### config.mk
export PLATFORM = sky130hd
export DESIGN_NAME = serial_w_gen
export DESIGN_NICKNAME = d
export VERILOG_FILES = /design/src/rtl/serial_pkg.sv /design/src/rtl/piso_shreg.sv /design/src/rtl/serial_w_gen.sv
export SDC_FILE = /design/constraint.sdc
export NUM_CORES = 1
export LEC_CHECK = 0
export CAP_MARGIN = 15
export CELL_PAD_IN_SITES_DETAIL_PLACEMENT = 1
export CELL_PAD_IN_SITES_GLOBAL_PLACEMENT = 2
export CORE_ASPECT_RATIO = 0.6
export CORE_MARGIN = 2
export CORE_UTILIZATION = 39
export CTS_CLUSTER_SIZE = 14
export DETAILED_ROUTE_END_ITERATION = 6
export GPL_ROUTABILITY_DRIVEN = 0
export PLACE_DENSITY = 0.91
export SKIP_LAST_GASP = 1
export SYNTH_ARGS = -nofsm -noshare
export SYNTH_HDL_FRONTEND = slang
export SYNTH_SLANG_ARGS = --single-unit
### constraint.sdc
create_clock -name Clock -period 5.18 [get_ports Clock]
set_input_delay 0.777 -clock Clock [delete_from_list [all_inputs] [get_ports Clock]]
set_output_delay 0.777 -clock Clock [all_outputs]
set_load 0.02 [all_outputs]
### src/rtl/serial_pkg.sv
// Shared definitions for the lab's serial FSMs and benches.
// State encoding is common to transmitters and recognizers.
package serial_pkg;

  typedef enum logic [1:0] {
    IDLE  = 2'd0,
    SHIFT = 2'd1,
    GAP   = 2'd2,
    DONE  = 2'd3
  } serial_state_e;

  localparam int SERIAL_STATE_W = 2;

endpackage

### src/rtl/piso_shreg.sv
// Parallel-in / serial-out shift register, MSB first.
// Load wins over shift when both are asserted.
module piso_shreg #(
  parameter int WIDTH = 8
) (
  input  logic             Clock,
  input  logic             Resetn,
  input  logic             load_i,
  input  logic             shift_i,
  input  logic [WIDTH-1:0] data_i,
  output logic             msb_o
);

  logic [WIDTH-1:0] shreg_q;

  // Load a new word or shift one place toward the MSB.
  always_ff @(posedge Clock or negedge Resetn) begin
    if (!Resetn) begin
      shreg_q <= '0;
    end else if (load_i) begin
      shreg_q <= data_i;
    end else if (shift_i) begin
      shreg_q <= {shreg_q[WIDTH-2:0], 1'b0};
    end
  end

  assign msb_o = shreg_q[WIDTH-1];

endmodule

### src/rtl/serial_w_gen.sv
// Serial bit-stream transmitter: word -> MSB-first bits on W.
// Frames may repeat with idle gaps; Done pulses at the end.
module serial_w_gen
  import serial_pkg::*;
#(
  parameter int WIDTH      = 8,
  parameter int LEN_W      = 4,
  parameter int RPT_W      = 4,
  parameter int GAP_CYCLES = 2
) (
  input  logic             Clock,
  input  logic             Resetn,
  input  logic             Start,
  input  logic             Abort,
  input  logic [WIDTH-1:0] Data,
  input  logic [LEN_W-1:0] Len,
  input  logic [RPT_W-1:0] Repeat,
  output logic             W,
  output logic             W_Valid,
  output logic             Busy,
  output logic             Done
);

  localparam int GAP_W =
    (GAP_CYCLES < 2) ? 1 : $clog2(GAP_CYCLES + 1);
  localparam logic [LEN_W-1:0] WLEN = LEN_W'(WIDTH);
  localparam logic [GAP_W-1:0] GLEN = GAP_W'(GAP_CYCLES);

  serial_state_e    state_q, state_d;
  logic [WIDTH-1:0] hold_q, hold_d;
  logic [LEN_W-1:0] len_q, len_d;
  logic [LEN_W-1:0] bitcnt_q, bitcnt_d;
  logic [RPT_W-1:0] rptcnt_q, rptcnt_d;
  logic [GAP_W-1:0] gapcnt_q, gapcnt_d;

  logic             sh_load;
  logic             sh_shift;
  logic [WIDTH-1:0] sh_din;
  logic             sh_msb;
  logic [LEN_W-1:0] len_eff;

  assign len_eff =
    ((Len == '0) || (Len > WLEN)) ? WLEN : Len;

  piso_shreg #(
    .WIDTH (WIDTH)
  ) u_shreg (
    .Clock   (Clock),
    .Resetn  (Resetn),
    .load_i  (sh_load),
    .shift_i (sh_shift),
    .data_i  (sh_din),
    .msb_o   (sh_msb)
  );

  // Next-state, counter updates and shifter control.
  always_comb begin
    state_d  = state_q;
    hold_d   = hold_q;
    len_d    = len_q;
    bitcnt_d = bitcnt_q;
    rptcnt_d = rptcnt_q;
    gapcnt_d = gapcnt_q;
    sh_load  = 1'b0;
    sh_shift = 1'b0;
    sh_din   = hold_q;
    unique case (state_q)
      IDLE: begin
        if (Start && !Abort) begin
          hold_d   = Data << (WLEN - len_eff);
          len_d    = len_eff;
          bitcnt_d = len_eff;
          rptcnt_d = Repeat;
          sh_din   = hold_d;
          sh_load  = 1'b1;
          state_d  = SHIFT;
        end
      end
      SHIFT: begin
        if (Abort) begin
          state_d = IDLE;
        end else if (bitcnt_q == LEN_W'(1)) begin
          if (rptcnt_q == '0) begin
            state_d = DONE;
          end else begin
            rptcnt_d = rptcnt_q - RPT_W'(1);
            bitcnt_d = len_q;
            sh_load  = 1'b1;
            if (GAP_CYCLES > 0) begin
              gapcnt_d = GLEN;
              state_d  = GAP;
            end else begin
              state_d  = SHIFT;
            end
          end
        end else begin
          sh_shift = 1'b1;
          bitcnt_d = bitcnt_q - LEN_W'(1);
        end
      end
      GAP: begin
        if (Abort) begin
          state_d = IDLE;
        end else if (gapcnt_q == GAP_W'(1)) begin
          state_d = SHIFT;
        end else begin
          gapcnt_d = gapcnt_q - GAP_W'(1);
        end
      end
      DONE: begin
        state_d = IDLE;
      end
    endcase
  end

  // State register.
  always_ff @(posedge Clock or negedge Resetn) begin
    if (!Resetn) begin
      state_q <= IDLE;
    end else begin
      state_q <= state_d;
    end
  end

  // Frame hold register and bit/gap/repeat counters.
  always_ff @(posedge Clock or negedge Resetn) begin
    if (!Resetn) begin
      hold_q   <= '0;
      len_q    <= '0;
      bitcnt_q <= '0;
      rptcnt_q <= '0;
      gapcnt_q <= '0;
    end else begin
      hold_q   <= hold_d;
      len_q    <= len_d;
      bitcnt_q <= bitcnt_d;
      rptcnt_q <= rptcnt_d;
      gapcnt_q <= gapcnt_d;
    end
  end

  assign W_Valid = (state_q == SHIFT);
  assign W       = W_Valid & sh_msb;
  assign Busy    = (state_q == SHIFT) || (state_q == GAP);
  assign Done    = (state_q == DONE);

endmodule

==> results.ini, run 1 <==
[logic_synthesis]
ys_async_sr_fraction_pct=100
synth_flop_cell=dfrtp_1
ys_types=57
syn_nets=254
ys_top_cells_by_area=dfrtp_1 36%, mux2i_1 5.9%, ha_1 5.1%
synth-edff-count=0
synth_area_per_cell_um2=9.79
yosys.area.top_type_share_pct=36.3
ys_seq_area_share_pct=36.3
netlist_area_um2=2200
synth-seq-cells=32
syn_inst=225
yosysWarnings=0
yosys.area.top_type=dfrtp_1

[cts]
cts_setup_buffers=0
numCtsBuffers=5
tritoncts=done
clock-sinks=32
cts-resized-gates=0
clk_latency_ns=0.29
cts_root_buffer=clkbuf_8
clkTransAtPathRegs_ns=0.06
cts_hold_buf=0
cts_buffer_depth=2
h-tree-depth=2

[floorplanning]
rows=21
core_um2=5520
ioPinCount=24
start_util_pct=39.9
dieArea_um2=6290
die_x_um=101
die_h_um=62.2

[power]
p_clk_share_pct=15.6
leakagePower_nw=1.07
p_per_area_nw_per_um2=507
comb_power_share_pct=49.4
peakVddDrop_uv=217
pwr-share-seq_pct=35.0
p_int_uw=757
sw_frac_of_total_pct=41.8
p_sw_uw=545

[setup_path]
crit_path_frequent_cell=mux2i_1
required_ns=5.34
cp_data_arrival_time_ns=3.28
crit_path_max_incr_delay_ns=0.56
worstPathCellList=clkdlybuf4s50_1 > nand2b_4 > ha_1 > mux2i_1 > mux2i_1 > and3_1 > a2111oi_2 > o21ai_0
critPathCaptureType=flip-flop
cp_max_fo=12
worstSetupStartpointType=primary input
crit_slowest_cell=ha_1
critical_path_class=primary input to flip-flop

[flow_run]
max_cap_violations=0

[timing]
post-route-period-util_pct=60.3
worst_pin_slew_ns=0.893
period_needed_ns=3.12
max_freq_mhz=320
finalSetupViolations=0
tns_ns=0
hold_viol_final=0
slew_headroom_pct=40.3
slew_viol_final=0
setup_ws_ns=2.06
finClkSkew_ns=0.0108
rsz0062_at_grt=false

[layout]
layout_common_cells=32 x dfrtp_1, 24 x nand2_1, 23 x clkdlybuf4s50_1
n_fill_cell=642
instances_no_fill=318
layout-drive-gt1-share_pct=13.3
final_common_cell=dfrtp_1
fin_nets=277
diodes=0
area_growth_pct=16.6

[placement]
place_inst=310
place_hpwl_mm=4.02
io_buffers=23
pre_cts_slack_ns=1.76

[routing]
via_per_inst=5.69
wl_per_cell_um=17.0
drt_iter0_drc=76
wirelength_mm=5.40
ant_nets=0
drc=0
vias=1809
drt-pass1-iter-count=4

[run_status]
outcome=complete, no violations

[global_route]
grt_max_degree=33
grt_pass1_wl_mm=9.51
gr-usage-all-layers_pct=19.3
grt_antenna_before_repair=0
first_global_vias=1912
grt_overflow=0

[hold_path]
hold_path_class=flip-flop to flip-flop

[power groups by stage]
| stage | Clock [mW] | Sequential, mW | Combinational (mW) |
|---|---|---|---|
| finish | 0.203 | 0.456 | 0.643 |
| global route | 0.221 | 0.474 | 0.735 |
| CTS | 0.211 | 0.455 | 0.650 |
| detailed placement | 0 | 0.459 | 0.645 |
| global placement | 0 | 0.455 | 0.637 |
| floorplan | 0 | 0.434 | 0.499 |
[cell families (layout without fill, tap and decap cells)]
family / after synthesis / in the layout / share of synthesized area, %
adders and majority gates: 9 / 9 / 5.11
DFF: 32 / 32 / 36.3
AOI/OAI and AO/OA: 76 / 76 / 25.8
muxes: 18 / 18 / 8.97
buffers and inverters: 19 / 43 / 4.37
and+or+nand+nor: 68 / 68 / 17.8
xor gates and xnor gates: 3 / 3 / 1.53
[worst max-delay path, delay by kind of cell]
family          cells  cell delay, ns
buf+inv             1            0.54
mux                 2            0.43
compound gates      2            0.44
fa+ha+maj           1            0.56
simple gates        2            0.52
[final timing paths]
check	startpoint	to	slack [ns]	depth (start not counted)
worst max-delay path	Len[3]	u_shreg.shreg_q[7]	2.06	8
worst max register to register	state_q[0]	u_shreg.shreg_q[7]	2.76	6
worst min register to register	u_shreg.shreg_q[7]	u_shreg.shreg_q[7]	0.48	2
worst min-delay path	u_shreg.shreg_q[7]	u_shreg.shreg_q[7]	0.48	2
min in group asynchronous	Resetn	len_q[2]	0.89	2
max in group asynchronous	Resetn	hold_q[0]	3.97	2
[final cells by class]
cell class	count	area, um^2	share of cell area, %
repair buffers	25	245	9.55
clock buffers	6	82.6	3.21
clock inverters	2	10.0	0.390
well taps	69	86.3	3.36
multi-input cells	174	1310	50.9
flip-flops and latches	32	801	31.2
inverters	10	37.5	1.46
[registers in the layout, summed over array words and instances (netlist names)]
register / flops
u_shreg.shreg_q: 8
len_q: 4
rptcnt_q: 4
state_q: 2
hold_q: 8
bitcnt_q: 4
gapcnt_q: 2
[stage by stage]
step	hold WS (ns)	area (um^2)	power (mW)	utilization (%)
after global placement	0.466	2480	1.09	44.9
after floorplan	0.440	2200	0.933	-
after CTS	0.482	2570	1.32	46.6
after global routing	0.517	2570	1.43	46.6
after detailed placement	0.465	2480	1.10	44.9
final	0.480	2570	1.30	46.6
[synthesized netlist by cell type (all sizes together), types with 4 or more instances]
master and number:
mux2 4, a221oi 4, mux2i 13, nor2 12, inv 10, ha 9
o211ai 9, a21oi 11, nand2 24, a22o 6, nor2b 4, buf 6
o21ai 20, o22ai 4, dfrtp 32, nor3 5, nand2b 6
[per-layer routing]
layer | vias to the layer above | share of wire [%] | global-route usage [%]
li1 | 893 | - | -
met2 | 27 | 38 | 25.8
met4 | 0 | 1.3 | 5.07
met1 | 882 | 56 | 30.6
met5 | - | 0 | 0
met3 | 7 | 4.0 | 4.39
Note: power is estimated with default switching activity, not from simulation.
==> inputs of run 2 (changes only) <==
--- a/config.mk
+++ b/config.mk
@@ -10,11 +10,11 @@
 export CELL_PAD_IN_SITES_GLOBAL_PLACEMENT = 2
 export CORE_ASPECT_RATIO = 0.6
 export CORE_MARGIN = 2
-export CORE_UTILIZATION = 39
+export CORE_UTILIZATION = 32
 export CTS_CLUSTER_SIZE = 14
 export DETAILED_ROUTE_END_ITERATION = 6
 export GPL_ROUTABILITY_DRIVEN = 0
-export PLACE_DENSITY = 0.91
+export PLACE_DENSITY = 0.81
 export SKIP_LAST_GASP = 1
 export SYNTH_ARGS = -nofsm -noshare
 export SYNTH_HDL_FRONTEND = slang
==> constraint.sdc (replaced) <==
create_clock -name Clock -period 2.7 [get_ports Clock]
set_input_delay 0.405 -clock Clock [delete_from_list [all_inputs] [get_ports Clock]]
set_output_delay 0.405 -clock Clock [all_outputs]
set_load 0.02 [all_outputs]
==> results.ini, run 2 (same netlist as run 1, synthesis figures left out) <==
[hold_path]
hold_path_class=flip-flop to flip-flop

[setup_path]
cp_max_fo=5
required_ns=2.84
reg2reg_depth=7
reg2reg_slack_ns=0.40
cp_data_arrival_time_ns=2.61
crit_path_max_incr_delay_ns=0.48
worstPathCellList=clkdlybuf4s50_1 > nand2b_1 > ha_1 > mux2i_1 > mux2i_1 > and3_1 > a2111oi_2 > o21ai_0
worstSetupStartpointType=primary input
crit_path_frequent_cell=mux2i_1
critPathCaptureType=flip-flop
timing.critical_path.to=u_shreg.shreg_q[7]
critical_path_class=primary input to flip-flop
r2r_end=u_shreg.shreg_q[7]
r2r_start=bitcnt_q[1]
crit_start=Len[3]
crit_slowest_cell=clkdlybuf4s50_1

[flow_run]
max_cap_violations=0

[timing]
hold_viol_final=0
post-route-period-util_pct=91.5
finalSetupViolations=0
slew_headroom_pct=62.8
rsz0062_at_grt=false
worst_pin_slew_ns=0.558
finClkSkew_ns=0.00236
hold_ws_ns=0.480
slew_viol_final=0
period_needed_ns=2.47
max_freq_mhz=405

[placement]
io_buffers=23
place_hpwl_mm=4.51

[cts]
cts_buffer_depth=2
cts_setup_buffers=0
cts-resized-gates=0
clk_latency_ns=0.28
tritoncts=done
cts_hold_buf=0
cts_root_buffer=clkbuf_16
numCtsBuffers=5
h-tree-depth=2
clock-sinks=32
clkTransAtPathRegs_ns=0.05

[global_route]
first_global_vias=1922
grt_overflow=0
grt_max_degree=33
gr-usage-all-layers_pct=17.2
grt_pass1_wl_mm=10.2
grt_antenna_before_repair=0

[routing]
wirelength_mm=6.01
wl_per_cell_um=17.4
drc=0
drt-pass1-iter-count=4
ant_nets=0
drt_iter0_drc=102
vias=1850
via_per_inst=5.35

[layout]
area_growth_pct=24.1
postLayoutCoreUtil_pct=41.0
largestRegisters=hold_q: 8 flops, u_shreg.shreg_q: 8 flops
n_fill_cell=774
diodes=0
layout_common_cells=32 x dfrtp_1, 24 x nand2_1, 23 x clkdlybuf4s50_1
layout-drive-gt1-share_pct=16.6
fin_nets=287
final_common_cell=dfrtp_1

[floorplanning]
die_h_um=68.3
core_um2=6680
ioPinCount=24
dieArea_um2=7590
start_util_pct=33.0
rows=23
die_x_um=111

[power]
p_per_area_nw_per_um2=1010
leakagePower_nw=1.15
peakVddDrop_uv=376

[run_status]
outcome=complete, no violations

==> run 2: cell types whose count changed in the layout (fill, tap and decap cells not counted) <==
cell,change
buf_4,+9
clkbuf_16,+5
clkbuf_8,-5
buf_12,+1
==> run 2: report_power, final <==
group	switching [mW]	internal, mW	total, mW
registers	0.179	0.698	0.877
clock network	0.204	0.363	0.567
logic	0.721	0.590	1.31
total	1.10	1.65	2.75
==> run 2: worst min-delay path by stage <==
stage          startpoint           to  cells past startpoint
6_report         len_q[2]     len_q[2]                      2
5_1_grt         hold_q[1]    hold_q[1]                      2
4_1_cts          len_q[2]     len_q[2]                      2
3_5_place_dp     len_q[2]     len_q[2]                      2
3_3_place_gp     len_q[2]     len_q[2]                      2
2_1_floorplan      Resetn  bitcnt_q[0]                      0
==> run 2: critical path, delay by kind of cell <==
family	cells	cell delay, ns
buffers and inverters	1	0.48
multiplexers	2	0.38
adder cells (fa/ha/maj)	1	0.44
AND/OR/NAND/NOR	2	0.43
AO/OA/AOI/OAI	2	0.47
==> run 2: final cells by class <==
class                      count  area [um^2]  area share (%)
multi-input combinational    174         1310            47.8
clock buffer                   6          139            5.08
timing repair buffer          35          333            12.2
sequential                    32          801            29.3
tap                           87          109            3.98
clock inverter                 2         10.0           0.366
inverter                      10         37.5            1.37
==> run 2: routing by layer <==
layer	share of wire, %	up-vias	GRT usage [%]	wire length [um]
met5	0	-	0	0
met1	55	907	24.8	3310
li1	-	916	-	-
met4	0.68	0	3.40	41
met3	2.9	8	4.07	177
met2	41	19	26.8	2490
==> run 2: stage by stage <==
step / cell area, um^2 / instances / TNS, ns / worst slack (ns) / total power, mW
6_report: 2740 / 346 / 0 / 0.230 / 2.75
5_1_grt: 2740 / 346 / 0 / 0.0620 / 2.98
4_1_cts: 2740 / 346 / 0 / 0.229 / 2.79
3_5_place_dp: 2590 / 338 / -0.0786 / -0.0420 / 2.19
3_3_place_gp: 2590 / 338 / 0 / 0.0691 / 2.14
2_1_floorplan: 2200 / 225 / 0 / 0.325 / 1.79
==> inputs of run 3 (changes only) <==
--- a/config.mk
+++ b/config.mk
@@ -10,11 +10,11 @@
 export CELL_PAD_IN_SITES_GLOBAL_PLACEMENT = 2
 export CORE_ASPECT_RATIO = 0.6
 export CORE_MARGIN = 2
-export CORE_UTILIZATION = 32
+export CORE_UTILIZATION = 39
 export CTS_CLUSTER_SIZE = 14
 export DETAILED_ROUTE_END_ITERATION = 6
 export GPL_ROUTABILITY_DRIVEN = 0
-export PLACE_DENSITY = 0.81
+export PLACE_DENSITY = 0.91
 export SKIP_LAST_GASP = 1
 export SYNTH_ARGS = -nofsm -noshare
 export SYNTH_HDL_FRONTEND = slang
==> constraint.sdc (replaced) <==
create_clock -name Clock -period 2.9 [get_ports Clock]
set_input_delay 0.435 -clock Clock [delete_from_list [all_inputs] [get_ports Clock]]
set_output_delay 0.435 -clock Clock [all_outputs]
set_load 0.02 [all_outputs]
==> results.ini, run 3 (same netlist as run 1, synthesis figures left out) <==
[run_status]
outcome=complete, no violations

[routing]
drt-pass1-iter-count=4
vias=1878
via_per_inst=5.78
wirelength_mm=5.93
drt_iter0_drc=89
drc=0
ant_nets=0
wl_per_cell_um=18.2

[power]
p_per_area_nw_per_um2=907
leakagePower_nw=1.11
peakVddDrop_uv=431

[layout]
post-route-cell-area_um2=2630
final-seq-area_um2=801
fin_nets=284
layout_common_cells=32 x dfrtp_1, 24 x nand2_1, 23 x clkdlybuf4s50_1
layout-drive-gt1-share_pct=14.8
multiInputGateArea_um2=1310
n_fill_cell=629
instances_no_fill=325
area_growth_pct=19.4
final_common_cell=dfrtp_1
largestRegisters=hold_q: 8 flops, u_shreg.shreg_q: 8 flops
diodes=0

[cts]
cts_setup_buffers=0
clkTransAtPathRegs_ns=0.07
clk_latency_ns=0.28
cts-resized-gates=0
cts_buffer_depth=2
clock-sinks=32
cts_hold_buf=0
tritoncts=done
numCtsBuffers=5
h-tree-depth=2
cts_root_buffer=clkbuf_8

[setup_path]
crit_path_frequent_cell=mux2i_1
critPathCaptureType=flip-flop
crit_slowest_cell=ha_1
cp_max_fo=7
critical_path_buf_inv_count=1
required_ns=3.05
crit_path_max_incr_delay_ns=0.49
critical-path-top-delay-family=compound AO/OA/AOI/OAI gates
worstSetupStartpointType=primary input
critical_path_class=primary input to flip-flop
worstPathCellList=clkdlybuf4s50_1 > nand2b_1 > ha_1 > mux2i_1 > mux2i_1 > and3_1 > a2111oi_2 > o21ai_0
cp_data_arrival_time_ns=2.77
reg2reg_slack_ns=0.60

[global_route]
grt_max_degree=33
grt_pass1_wl_mm=9.96
grt_antenna_before_repair=0
first_global_vias=1909
grt_overflow=0
gr-usage-all-layers_pct=20.2

[placement]
place_inst=317
io_buffers=23
pre_cts_slack_ns=0.0324
dpl_cell_area_um2=2540
place_hpwl_mm=4.39

[timing]
worst_pin_slew_ns=0.544
max_freq_mhz=382
rsz0062_at_grt=false
period_needed_ns=2.62
slew_headroom_pct=63.7
hold_viol_final=0
setup_ws_ns=0.280
hold_ws_ns=0.490
post-route-period-util_pct=90.3
slew_viol_final=0
finClkSkew_ns=0.00419
tns_ns=0
finalSetupViolations=0

[floorplanning]
die_h_um=62.2
core_um2=5520
ioPinCount=24
die_x_um=101
rows=21
start_util_pct=39.9
dieArea_um2=6290

[hold_path]
hold_path_class=flip-flop to flip-flop

[flow_run]
max_cap_violations=0

-- run 3: cell type report --
class | count | area share, %
clock buffer | 8 | 3.42
inverter | 10 | 1.43
multi-input combinational | 174 | 49.6
sequential | 32 | 30.4
tap | 69 | 3.28
timing repair buffer | 32 | 11.8
-- run 3: metrics by stage --
step	power, mW	utilization, %
final	2.39	47.7
after global placement	1.98	46.1
after global routing	2.59	47.7
after floorplan	1.67	-
after CTS	2.40	47.7
after detailed placement	2.02	46.1
-- run 3: layer usage --
| metal | GRT usage [%] | share of wire [%] | vias to the layer above |
|---|---|---|---|
| met5 | 0 | 0 | - |
| met4 | 4.05 | 0.44 | 0 |
| met3 | 4.62 | 4.9 | 4 |
| met2 | 27.6 | 41 | 35 |
| met1 | 32.2 | 54 | 932 |
| li1 | - | - | 907 |
-- run 3: tightest hold or removal path, stage by stage (launching register included) --
cell     delay [ns]
dfrtp_1        0.35
nand2_1        0.05
o21ai_0        0.06
-- run 3: report_power, final --
| part | switching [mW] | total (mW) | internal (mW) |
|---|---|---|---|
| registers | 0.170 | 0.819 | 0.649 |
| logic | 0.671 | 1.21 | 0.541 |
| clock network | 0.162 | 0.356 | 0.194 |
| total | 1.00 | 2.39 | 1.38 |
-- run 3: final timing paths --
kind / from / endpoint / cells past startpoint
setup / recovery: Len[3] / u_shreg.shreg_q[7] / 8
hold reg to reg: u_shreg.shreg_q[2] / u_shreg.shreg_q[2] / 2
max in group asynchronous: Resetn / hold_q[3] / 2
hold / removal: u_shreg.shreg_q[2] / u_shreg.shreg_q[2] / 2
min in group asynchronous: Resetn / len_q[3] / 2
setup reg to reg: bitcnt_q[1] / u_shreg.shreg_q[3] / 7
